--- config.mk ---
export PLATFORM = sky130hd
export DESIGN_NAME = mem_port_arbiter_flat
export DESIGN_NICKNAME = d
export VERILOG_FILES = /design/src/rtl/mem_port_arbiter_pkg.sv /design/src/rtl/mem_port_arbiter_if.sv /design/src/rtl/mem_port_arbiter.sv /design/src/flat_wrapper.sv
export SDC_FILE = /design/constraint.sdc
export NUM_CORES = 1
export LEC_CHECK = 0
export ABC_AREA = 1
export CELL_PAD_IN_SITES_DETAIL_PLACEMENT = 0
export CELL_PAD_IN_SITES_GLOBAL_PLACEMENT = 2
export CORE_MARGIN = 2
export CORE_UTILIZATION = 24
export CTS_CLUSTER_SIZE = 16
export DETAILED_ROUTE_END_ITERATION = 8
export GPL_TIMING_DRIVEN = 0
export PLACE_DENSITY = 0.83
export SYNTH_ARGS = -nofsm -noshare
export SYNTH_HDL_FRONTEND = slang
export SYNTH_SLANG_ARGS = --single-unit
--- constraint.sdc ---
create_clock -name clk -period 2.5 [get_ports clk]
set_input_delay 0.5 -clock clk [delete_from_list [all_inputs] [get_ports clk]]
set_output_delay 0.5 -clock clk [all_outputs]
set_load 0.02 [all_outputs]
--- src/rtl/mem_port_arbiter_pkg.sv ---
// Shared types and defaults for the fetch/data memory port arbiter.
package mem_port_arbiter_pkg;

    typedef enum logic [1:0] {
        IDLE    = 2'd0,
        IF_BUSY = 2'd1,
        DM_BUSY = 2'd2
    } arb_state_t;

    localparam int DEF_AW       = 32;
    localparam int DEF_DW       = 32;
    localparam int DEF_MAX_WAIT = 4;
    // Wide enough for the largest allowed MAX_WAIT (15).
    localparam int WAIT_W       = 4;

endpackage

--- src/rtl/mem_port_arbiter_if.sv ---
// Bundle of the fetch port, data port and unified memory port seen by the arbiter.
interface mem_port_arbiter_if #(
    parameter int AW = 32,
    parameter int DW = 32
);
    // Requesters hold *_req (and their payload) high until the one-cycle *_ack;
    // the arbiter holds mem_req and the mem_* payload stable until mem_ready.
    logic          if_req;
    logic [AW-1:0] if_addr;
    logic [DW-1:0] if_rdata;
    logic          if_ack;
    logic          dm_req;
    logic          dm_we;
    logic [AW-1:0] dm_addr;
    logic [DW-1:0] dm_wdata;
    logic [DW-1:0] dm_rdata;
    logic          dm_ack;
    logic          mem_req;
    logic          mem_we;
    logic [AW-1:0] mem_addr;
    logic [DW-1:0] mem_wdata;
    logic [DW-1:0] mem_rdata;
    logic          mem_ready;
    logic          core_stall;

    modport slave (
        input  if_req, if_addr, dm_req, dm_we, dm_addr, dm_wdata, mem_rdata, mem_ready,
        output if_rdata, if_ack, dm_rdata, dm_ack, mem_req, mem_we, mem_addr, mem_wdata,
               core_stall
    );

    modport master (
        output if_req, if_addr, dm_req, dm_we, dm_addr, dm_wdata, mem_rdata, mem_ready,
        input  if_rdata, if_ack, dm_rdata, dm_ack, mem_req, mem_we, mem_addr, mem_wdata,
               core_stall
    );

endinterface

--- src/rtl/mem_port_arbiter.sv ---
// Arbitrates one variable-latency memory port between instruction fetch and data
// accesses: data has priority, a saturating counter forces fetch after MAX_WAIT data grants.
module mem_port_arbiter
    import mem_port_arbiter_pkg::*;
#(
    parameter int AW       = DEF_AW,
    parameter int DW       = DEF_DW,
    parameter int MAX_WAIT = DEF_MAX_WAIT
) (
    input  logic              clk,
    input  logic              rst,
    mem_port_arbiter_if.slave bus,
    output arb_state_t        state_dbg,
    output logic [WAIT_W-1:0] wait_cnt_dbg
);

    localparam logic [WAIT_W-1:0] MAX_WAIT_C = WAIT_W'(MAX_WAIT);

    arb_state_t        state;
    logic [WAIT_W-1:0] wait_cnt;
    logic              mem_req_q;
    logic              mem_we_q;
    logic [AW-1:0]     mem_addr_q;
    logic [DW-1:0]     mem_wdata_q;
    logic              if_ack_q;
    logic              dm_ack_q;
    logic [DW-1:0]     if_rdata_q;
    logic [DW-1:0]     dm_rdata_q;
    logic              grant_dm;
    logic              grant_if;

    // The ack cycle blocks arbitration: the requester still holds req while it sees ack.
    always_comb begin
        grant_dm = 1'b0;
        grant_if = 1'b0;
        if (state == IDLE && !if_ack_q && !dm_ack_q) begin
            grant_dm = bus.dm_req && (!bus.if_req || (wait_cnt < MAX_WAIT_C));
            grant_if = !grant_dm && bus.if_req;
        end
    end

    always_ff @(posedge clk or negedge rst) begin
        if (!rst) begin
            state       <= IDLE;
            wait_cnt    <= '0;
            mem_req_q   <= 1'b0;
            mem_we_q    <= 1'b0;
            mem_addr_q  <= '0;
            mem_wdata_q <= '0;
            if_ack_q    <= 1'b0;
            dm_ack_q    <= 1'b0;
            if_rdata_q  <= '0;
            dm_rdata_q  <= '0;
        end else begin
            if_ack_q <= 1'b0;
            dm_ack_q <= 1'b0;
            case (state)
                IDLE: begin
                    if (grant_dm) begin
                        state       <= DM_BUSY;
                        mem_req_q   <= 1'b1;
                        mem_we_q    <= bus.dm_we;
                        mem_addr_q  <= bus.dm_addr;
                        mem_wdata_q <= bus.dm_wdata;
                        if (bus.if_req && (wait_cnt < MAX_WAIT_C)) begin
                            wait_cnt <= wait_cnt + 1'b1;
                        end
                    end else if (grant_if) begin
                        state      <= IF_BUSY;
                        mem_req_q  <= 1'b1;
                        mem_we_q   <= 1'b0;
                        mem_addr_q <= bus.if_addr;
                        wait_cnt   <= '0;
                    end
                end
                IF_BUSY: begin
                    if (bus.mem_ready) begin
                        state      <= IDLE;
                        mem_req_q  <= 1'b0;
                        if_ack_q   <= 1'b1;
                        if_rdata_q <= bus.mem_rdata;
                    end
                end
                DM_BUSY: begin
                    if (bus.mem_ready) begin
                        state     <= IDLE;
                        mem_req_q <= 1'b0;
                        dm_ack_q  <= 1'b1;
                        if (!mem_we_q) begin
                            dm_rdata_q <= bus.mem_rdata;
                        end
                    end
                end
                default: begin
                    state     <= IDLE;
                    mem_req_q <= 1'b0;
                end
            endcase
        end
    end

    assign bus.mem_req    = mem_req_q;
    assign bus.mem_we     = mem_we_q;
    assign bus.mem_addr   = mem_addr_q;
    assign bus.mem_wdata  = mem_wdata_q;
    assign bus.if_ack     = if_ack_q;
    assign bus.dm_ack     = dm_ack_q;
    assign bus.if_rdata   = if_rdata_q;
    assign bus.dm_rdata   = dm_rdata_q;
    // Stall releases in the ack cycle so the PC advances exactly once per access.
    assign bus.core_stall = (bus.if_req & ~if_ack_q) | (bus.dm_req & ~dm_ack_q);

    assign state_dbg    = state;
    assign wait_cnt_dbg = wait_cnt;

endmodule

--- src/flat_wrapper.sv ---
// flat-port wrapper written by rule: the top's interface ports become plain ports
module mem_port_arbiter_flat import mem_port_arbiter_pkg::*;
#(
    parameter int AW       = DEF_AW,
    parameter int DW       = DEF_DW,
    parameter int MAX_WAIT = DEF_MAX_WAIT
)
  (clk, rst, state_dbg, wait_cnt_dbg, bus_if_req, bus_if_addr, bus_dm_req, bus_dm_we, bus_dm_addr, bus_dm_wdata, bus_mem_rdata, bus_mem_ready, bus_if_rdata, bus_if_ack, bus_dm_rdata, bus_dm_ack, bus_mem_req, bus_mem_we, bus_mem_addr, bus_mem_wdata, bus_core_stall);
  mem_port_arbiter_if #(.AW(AW), .DW(DW)) bus_i ();
  input  logic clk;
  input  logic rst;
  output arb_state_t state_dbg;
  output logic [WAIT_W-1:0] wait_cnt_dbg;
  input wire logic [$bits(bus_i.if_req)-1:0] bus_if_req;
  input wire logic [$bits(bus_i.if_addr)-1:0] bus_if_addr;
  input wire logic [$bits(bus_i.dm_req)-1:0] bus_dm_req;
  input wire logic [$bits(bus_i.dm_we)-1:0] bus_dm_we;
  input wire logic [$bits(bus_i.dm_addr)-1:0] bus_dm_addr;
  input wire logic [$bits(bus_i.dm_wdata)-1:0] bus_dm_wdata;
  input wire logic [$bits(bus_i.mem_rdata)-1:0] bus_mem_rdata;
  input wire logic [$bits(bus_i.mem_ready)-1:0] bus_mem_ready;
  output wire logic [$bits(bus_i.if_rdata)-1:0] bus_if_rdata;
  output wire logic [$bits(bus_i.if_ack)-1:0] bus_if_ack;
  output wire logic [$bits(bus_i.dm_rdata)-1:0] bus_dm_rdata;
  output wire logic [$bits(bus_i.dm_ack)-1:0] bus_dm_ack;
  output wire logic [$bits(bus_i.mem_req)-1:0] bus_mem_req;
  output wire logic [$bits(bus_i.mem_we)-1:0] bus_mem_we;
  output wire logic [$bits(bus_i.mem_addr)-1:0] bus_mem_addr;
  output wire logic [$bits(bus_i.mem_wdata)-1:0] bus_mem_wdata;
  output wire logic [$bits(bus_i.core_stall)-1:0] bus_core_stall;
  assign bus_i.if_req = bus_if_req;
  assign bus_i.if_addr = bus_if_addr;
  assign bus_i.dm_req = bus_dm_req;
  assign bus_i.dm_we = bus_dm_we;
  assign bus_i.dm_addr = bus_dm_addr;
  assign bus_i.dm_wdata = bus_dm_wdata;
  assign bus_i.mem_rdata = bus_mem_rdata;
  assign bus_i.mem_ready = bus_mem_ready;
  assign bus_if_rdata = bus_i.if_rdata;
  assign bus_if_ack = bus_i.if_ack;
  assign bus_dm_rdata = bus_i.dm_rdata;
  assign bus_dm_ack = bus_i.dm_ack;
  assign bus_mem_req = bus_i.mem_req;
  assign bus_mem_we = bus_i.mem_we;
  assign bus_mem_addr = bus_i.mem_addr;
  assign bus_mem_wdata = bus_i.mem_wdata;
  assign bus_core_stall = bus_i.core_stall;
  mem_port_arbiter #(.AW(AW), .DW(DW), .MAX_WAIT(MAX_WAIT)) u_core (.clk(clk), .rst(rst), .bus(bus_i), .state_dbg(state_dbg), .wait_cnt_dbg(wait_cnt_dbg));
endmodule
==> flow_metrics.py <==
metrics = {
    "status": {
        "status": "complete, no violations",
    },
    "sta": {
        "setup_ws_ps": 112,
        "finalSetupViolations": 0,
        "skew_ps": 10.7,
        "drv_slew": 0,
        "fin_crit_ps": 2390,
        "max_freq_mhz": 419,
        "finalCritPeriodShare": 0.955,
        "hold_viol_final": 0,
        "relSlewSlack": 0.594,
        "rsz0062_at_grt": "no",
        "timing.setup.tns_ps": 0,
        "worstMarginPinSlew_ps": 609,
    },
    "global_route": {
        "overflow": 0,
        "grt_start_max_net_pins": 81,
        "track_usage": 0.153,
        "antenna_found_initial": 1,
        "grt_pass1_wl_um": 30400,
        "grt_pass1_vias": 5500,
    },
    "synthesis": {
        "netlist_area_sq_mm": 0.00578,
        "netlist.area_leader.share": 0.598,
        "async_flop_share": 1.00,
        "yosys.area.top_type": "dfrtp_1",
        "syn_avg_cell_area_sq_um": 8.58,
        "synth_seq_area_share": 0.598,
        "synth_common_cells": "nand2_1 (241), dfrtp_1 (138), inv_1 (79)",
        "synth_nets": 811,
        "synth-seq-cells": 138,
        "synth_edf_count": 0,
        "ys.flop_type": "dfrtp_1",
        "ys_warn_count": 0,
        "yosysUniqueCellTypes": 18,
        "synthCells": 673,
        "synth.most_common_cell": "nand2_1",
        "synth_area_leaders": "dfrtp_1 (60%), nand2_1 (16%), o21ai_0 (5.9%), inv_1 (5.1%), nor2_1 (4.4%)",
    },
    "clock_network": {
        "clock_latency_ps": 420,
        "cts_setup_buffers": 0,
        "cts_tree": "built",
        "htree_levels": 4,
        "cts_hold_buf": 0,
        "cts_root_buf": "clkbuf_16",
        "max-clock-path-buffers": 2,
        "cts_resized": 0,
        "clk_pin_slew_worst_paths_ps": 70,
        "cts_sinks": 138,
        "cts_made_buffers": 17,
    },
    "die": {
        "die_h_um": 159,
        "design.portCount": 273,
        "fp-row-count": 56,
        "core_sq_mm": 0.0235,
        "die-area_sq_mm": 0.0253,
        "die_x_um": 159,
        "start_util": 0.245,
    },
    "final_layout": {
        "area_growth_pct": 64.8,
        "final_cell_count_no_fill": 1298,
        "postLayoutCellArea_sq_mm": 0.00952,
        "drive_above_1_share": 0.0593,
        "final_nets": 1103,
    },
    "power": {
        "p_leak_nw": 4.58,
        "power_w": 0.0122,
        "p_per_area_mw_per_mm2": 1290,
        "vdd_ir_drop_max_mv": 0.439,
    },
    "worst_setup_path": {
        "cp.required_ps": 2000,
        "crit_fanout": 4,
        "startpoint_type": "input pin",
        "path_cells": "clkdlybuf4s50_1 -> inv_1 -> o21ai_0 -> clkdlybuf4s50_1",
        "endpoint_kind": "primary output",
        "cpPeakStageDelay_ps": 680,
        "slowest_stage": "clkdlybuf4s50_1",
        "crit_buf_inv": 3,
        "critPathKind": "in -> out",
        "cpMostUsedCell": "clkdlybuf4s50_1",
        "crit_family": "buffers and inverters",
        "worstPathArrival_ps": 1890,
    },
    "detailed_routing": {
        "dr.first_iter.drc_count": 275,
        "drc_errors": 0,
        "wirelength_um": 18800,
        "wire_per_inst_um": 14.5,
        "first_pass_iters": 5,
        "vias": 5247,
        "viasPerCell": 4.04,
        "detail-route-antenna-nets": 0,
    },
    "job": {
        "drv_cap": 0,
    },
    "min_path": {
        "hp-class": "in -> async",
    },
    "place": {
        "portBuffers": 272,
        "gp_congestion": 0.754,
        "dp_slack_ps": 97.1,
        "dp_hpwl_um": 13900,
        "placed_cells": 1265,
        "dpl_cell_area_sq_mm": 0.00893,
    },
}
## cell type report
class                   count  area (sq um)
flip-flops and latches    138          3450
diodes                      1          2.50
inverters                  82           308
multi-input cells         420          1840
clock inverters            14           161
well taps                 319           399
plain buffers              33           180
clock buffers              18           429
repair buffers            273          2750
fillers                  2452         14000
## registers in the layout, summed over array words and instances, names as in the netlist
signal,cells
u_core.bus.dm_ack,1
u_core.bus.dm_rdata,32
u_core.bus.if_ack,1
u_core.bus.if_rdata,32
u_core.bus.mem_addr,32
u_core.bus.mem_req,1
u_core.bus.mem_wdata,32
u_core.bus.mem_we,1
u_core.state_dbg,2
u_core.wait_cnt_dbg,4
## where the power goes
group	leakage, nW	switching (W)	internal [W]
registers	1.69	0.000549	0.00326
clock network	0.284	0.00107	0.00150
logic	2.61	0.00325	0.00262
## routing by layer
| metal | vias to the layer above | global-route usage | share of wire |
|---|---|---|---|
| li1 | 2637 | - | - |
| met1 | 2390 | 0.186 | 0.44 |
| met2 | 207 | 0.244 | 0.45 |
| met3 | 13 | 0.0688 | 0.098 |
| met4 | 0 | 0.0483 | 0.013 |
| met5 | - | 0 | 0 |
## kinds of logic after synthesis
family	share of synthesized area
AND/OR/NAND/NOR	0.248
flip-flops	0.598
buffers and inverters	0.0845
AO/OA/AOI/OAI	0.0615
adder cells (fa/ha/maj)	0.00866
## per-stage QoR
| step | hold slack, ps | util |
|---|---|---|
| global placement | 461 | 0.378 |
| floorplan | 204 | - |
| global route | 76.1 | 0.404 |
| CTS | 60.1 | 0.404 |
| finish | 44.6 | 0.404 |
| detailed placement | 464 | 0.379 |
## layout by cell type (no fill, tap or decap)
master / n
clkdlybuf4s50_1: 271
nand2_1: 241
dfrtp_1: 138
inv_1: 79
o21ai_0: 68
nor2_1: 67
nand3b_1: 32
clkbuf_16: 17
clkbuf_1: 13
buf_2: 12
buf_4: 5
inv_6: 5
buf_6: 4
ha_1: 4
inv_2: 3
nand3_1: 3
clkinv_4: 3
a21oi_1: 2
bufinv_16: 2
clkinvlp_4: 2
diode_2: 1
nor2_2: 1
o21ai_1: 1
nand4_2: 1
buf_1: 1
inv_8: 1
clkinv_2: 1
buf_16: 1
## worst paths after layout
path,start,end,slack (ps),depth (start not counted)
worst max-delay path,bus_if_req,bus_core_stall,110,4
min in group clk,u_core.bus.mem_wdata[28],u_core.bus.mem_wdata[28],480,2
worst min-delay path,rst,u_core.bus.if_rdata[10],40,1
worst max register to register,u_core.state_dbg[0],u_core.bus.mem_addr[10],640,9
max in group asynchronous,rst,u_core.bus.mem_wdata[2],1600,2
worst min register to register,u_core.bus.mem_wdata[28],u_core.bus.mem_wdata[28],480,2
(Power assumes the default switching activity.)
==> patch 1 (same flow settings) <==
`WAIT_W`: 4 -> 5.
--- a/src/rtl/mem_port_arbiter_pkg.sv
+++ b/src/rtl/mem_port_arbiter_pkg.sv
@@ -11,7 +11,7 @@
     localparam int DEF_DW       = 32;
     localparam int DEF_MAX_WAIT = 4;
     // Wide enough for the largest allowed MAX_WAIT (15).
-    localparam int WAIT_W       = 4;
+    localparam int WAIT_W       = 5;
 
 endpackage
 
Interface: changed (resized wait_cnt_dbg); port bits go from 273 to 274. No check against the original RTL was run, so the function may have changed too.
==> patch 1 against the original RTL <==
Die area up 0.30%. Critical path depth up 3. Sequential cell count is 1 higher. Synthesized area grew 0.30%. Worst setup slack gained 0.36 ns. Design area rose by 0.39%. Global-route usage rose by 0.39 points. Sequential share of layout area increased by 0.12 points. Wire length is 2.0% higher. Power increased by 0.56%. Critical path type is now reg -> reg. Largest cell class unchanged.
==> patch 1: results (changes against the original RTL) <==
- Detailed placement HPWL: 14000 um (was 13900 um)
- Drt first pass iters: 4 (was 5)
- Worst r2r dst: u_core.bus.mem_addr[16] (was u_core.bus.mem_addr[10])
- Placed instance area: 8950 um2 (was 8930 um2)
- Setup Skew: 0.0121 ns (was 0.0107 ns)
- CP peak stage delay: 0.48 ns (was 0.68 ns)
- Int Pwr: 7.43 mW (was 7.38 mW)
- Worst r2r path cells: 7 (was 9)
- Synth Area in Adders: 0.00864 (was 0.00866)
- Slowest-stage cell, CP: clkbuf_1 (was clkdlybuf4s50_1)
- Initial antenna violation count: 0 (was 1)
- Relative slew slack: 0.597 (was 0.594)
- Peak supply drop: 0.000461 V (was 0.000439 V)
- Outcome: finished clean (unchanged)
- Avg Inst Size Synth: 8.56 um2 (was 8.58 um2)
- Total number of vias: 5277 (was 5247)
- Placer's final routability congestion estimate: 0.749 (was 0.754)
- DRT iter0 DRCs: 349 (was 275)
- Placed Cells: 1270 (was 1265)
- P_leak: 4.60 nW (was 4.58 nW)
- Fill cell count: 2424 (was 2452)
- Port bufs: 273 (was 272)
- Tot GR Track Use: 0.157 (was 0.153)
- Min Tclk post-route: 2.02 ns (was 2.39 ns)
- Largest net degree at the start of global routing: 93 (was 81)
- Synthesized Nets: 815 (was 811)
- Drt total wl: 19200 um (was 18800 um)
- Critical path peak fanout: 10 (was 4)
- WL per Instance: 14.8 um (was 14.5 um)
- First-pass GRT wire length: 31300 um (was 30400 um)
- Fraction of layout cells with a size suffix above 1: 0.0570 (was 0.0593)
- Place WS: 0.0858 ns (was 0.0971 ns)
- Compound-cell area share of the yosys netlist: 0.0609 (was 0.0615)
- Family with the most delay on the worst path: simple AND/OR/NAND/NOR gates (was buffers and inverters)
- Synth-to-Final Area Change: 65.0% (was 64.8%)
- Crit path arrival time: 2.37 ns (was 1.89 ns)
- Antenna diodes: 0 (was 1)
- Synth top cells by count: nand2_1, dfrtp_1, inv_1, nor2_1, o21ai_0 (was nand2_1, dfrtp_1, inv_1, o21ai_0, nor2_1)
- Register area share after synthesis: 0.600 (was 0.598)
-- patch 1: routing by layer --
| layer | track usage | routed length, um | part of all wire |
|---|---|---|---|
| met1 | 0.205 | 8600 | 0.45 |
| met3 | 0.0430 | 1110 | 0.058 |
| met2 | 0.253 | 9140 | 0.48 |
| met4 | 0.0496 | 352 | 0.018 |
| met5 | 0 | 0 | 0 |
-- patch 1: cell families (layout without fill, tap and decap cells) --
family                     after synthesis  count (layout)
xor gates and xnor gates                 1               1
adders and majority gates                4               4
buffers and inverters                  112             418
DFF                                    139             139
AOI/OAI and AO/OA                       70              70
and+or+nand+nor                        351             351
-- patch 1: through the flow --
stage	hold slack, ns	power, mW
6_report	0.0154	12.3
4_1_cts	0.0206	12.5
3_5_place_dp	0.464	9.86
2_1_floorplan	0.204	6.77
5_1_grt	0.0347	13.2
3_3_place_gp	0.461	9.81
-- patch 1: cell type report --
type,count,share of cell area
multi-input combinational,426,0.195
sequential,139,0.364
clock inverter,14,0.0169
tap,319,0.0418
inverter,79,0.0310
timing repair buffer,274,0.289
clock buffer,18,0.0459
buffer,33,0.0161
-- patch 1: how the worst min path moves through the flow --
stage / from / depth (start not counted) / endpoint / slack, ns
after detailed placement: u_core.bus.mem_wdata[8] / 2 / u_core.bus.mem_wdata[8] / 0.46
after global routing: rst / 1 / u_core.bus.if_rdata[7] / 0.03
after CTS: rst / 1 / u_core.bus.if_rdata[7] / 0.02
final: rst / 1 / u_core.bus.if_rdata[7] / 0.02
after floorplan: rst / 0 / u_core.bus.dm_ack / 0.20
after global placement: u_core.bus.mem_wdata[6] / 2 / u_core.bus.mem_wdata[6] / 0.46
-- patch 1: power groups by stage --
stage	clock [mW]	sequential, mW	combinational, mW
after floorplan	0	5.07	1.70
after global placement	0	3.84	5.97
after detailed placement	0	3.85	6.01
after CTS	2.67	3.83	6.03
after global routing	2.76	3.97	6.48
final	2.58	3.82	5.91
==> patch 2 (config.mk and constraints unchanged) <==
Made on the original files. Register the output `state_dbg` once more; this adds one clock of latency there. The other outputs are not delayed to match.
--- a/src/rtl/mem_port_arbiter.sv
+++ b/src/rtl/mem_port_arbiter.sv
@@ -110,7 +110,9 @@
     // Stall releases in the ack cycle so the PC advances exactly once per access.
     assign bus.core_stall = (bus.if_req & ~if_ack_q) | (bus.dm_req & ~dm_ack_q);
 
-    assign state_dbg    = state;
+    always_ff @(posedge clk) begin
+        state_dbg <= state;
+    end
     assign wait_cnt_dbg = wait_cnt;
 
 endmodule
Formal check against the unedited RTL: not equivalent (Yosys sat finds a counterexample within 4 cycles, from zero or initial values and one cycle with rst low).
==> patch 2 against the original RTL <==
Register-to-register slack gained 0.07 ns. Die area grew 1.3%. Count of clock-buffer cells in the layout shrank 1. Worst hold slack gained 0.052 ns. Wire length grew 2.4%. Critical endpoint unchanged. Synthesized cell count grew 0.30%. Synthesized area grew 1.3%. Sequential cell count grew 2. Highest routed layer unchanged. Power is essentially flat. Design area grew 0.68%. Global-route usage shrank 0.16 points. Clock power shrank 4%. Worst setup slack lost 0.036 ns. Core utilization shrank 0.67 points. Critical path type unchanged.
==> patch 2: results (changes against the original RTL) <==
- Drt first pass iters: 4 (was 5)
- Synthesized Nets: 813 (was 811)
- Worst r2r dst: u_core.bus.dm_rdata[11] (was u_core.bus.mem_addr[10])
- Tot GR Track Use: 0.152 (was 0.153)
- Async SR Flop Fraction: 0.986 (was 1.00)
- Comb pwr share: 0.485 (was 0.480)
- DR vias/cell: 4.02 (was 4.04)
- Sequential power share: 0.314 (was 0.311)
- Nets: 1105 (was 1103)
- Int Pwr: 7.28 mW (was 7.38 mW)
- Total number of vias: 5243 (was 5247)
- Worst r2r path cells: 8 (was 9)
- Avg Inst Size Synth: 8.67 um2 (was 8.58 um2)
- Yosys cell types: 22 (was 18)
- Crit Reg-Reg Startpoint: u_core.state[0] (was u_core.state_dbg[0])
- Vias in the first global route: 5300 (was 5500)
- M3 GR Usage: 0.0478 (was 0.0688)
- Initial antenna violation count: 0 (was 1)
- Synth top area cells: dfrtp_1, nand2_1, o21ai_0 (unchanged)
- Min Hold Slack: 0.0968 ns (was 0.0446 ns)
- First-pass GRT wire length: 30200 um (was 30400 um)
- Register area share after synthesis: 0.597 (was 0.598)
- Place WS: 0.0436 ns (was 0.0971 ns)
- Synth top cells by count: nand2_1, dfrtp_1, inv_1, o21ai_0, nor2_1 (unchanged)
- M2 GR Usage: 0.250 (was 0.244)
- Placed instance area: 9010 um2 (was 8930 um2)
- Setup Skew: 0.0133 ns (was 0.0107 ns)
- Relative slew slack: 0.540 (was 0.594)
- PnR Total Power: 12.2 mW (about the same)
- Peak supply drop: 0.000471 V (was 0.000439 V)
- DRT iter0 DRCs: 249 (was 275)
- Critical path peak fanout: 4 (unchanged)
- Detailed placement HPWL: 14100 um (was 13900 um)
- Outcome: finished clean (unchanged)
- Largest net degree at the start of global routing: 72 (was 81)
- P_leak: 4.59 nW (was 4.58 nW)
- Placer's final routability congestion estimate: 0.777 (was 0.754)
- Crit path arrival time: 1.92 ns (was 1.89 ns)
- Placed Cells: 1272 (was 1265)
- Fraction of layout cells with a size suffix above 1: 0.0633 (was 0.0593)
- Antenna diodes: 0 (was 1)
- WL per Instance: 14.8 um (was 14.5 um)
- R2R Setup Slk: 0.71 ns (was 0.64 ns)
- Grt met1 use: 0.193 (was 0.186)
-- patch 2: cells by family after synthesis --
| kind of cell | share of synthesized area |
|---|---|
| flip-flops | 0.597 |
| buffers and inverters | 0.0842 |
| AND/OR/NAND/NOR | 0.249 |
| adder cells (fa/ha/maj) | 0.00855 |
| AO/OA/AOI/OAI | 0.0614 |
-- patch 2: final cells by class --
class | instances | area, um2
Fill cell | 2517 | 14500
Sequential cell | 140 | 3490
Timing Repair Buffer | 273 | 2750
Multi-Input combinational cell | 420 | 1870
Clock buffer | 17 | 425
Tap cell | 324 | 405
Inverter | 82 | 308
Buffer | 33 | 185
Clock inverter | 15 | 150
-- patch 2: worst max-delay path, stage by stage --
cell and delay (ns):
clkdlybuf4s50_1 0.56, inv_1 0.05, o21ai_0 0.14, clkdlybuf4s50_1 0.66
-- patch 2: per-layer routing --
layer,part of all wire,routed length [um],vias up
met1,0.45,8660,2444
met4,0.012,233,0
met5,0,0,-
li1,-,-,2637
met3,0.062,1190,9
met2,0.48,9210,153
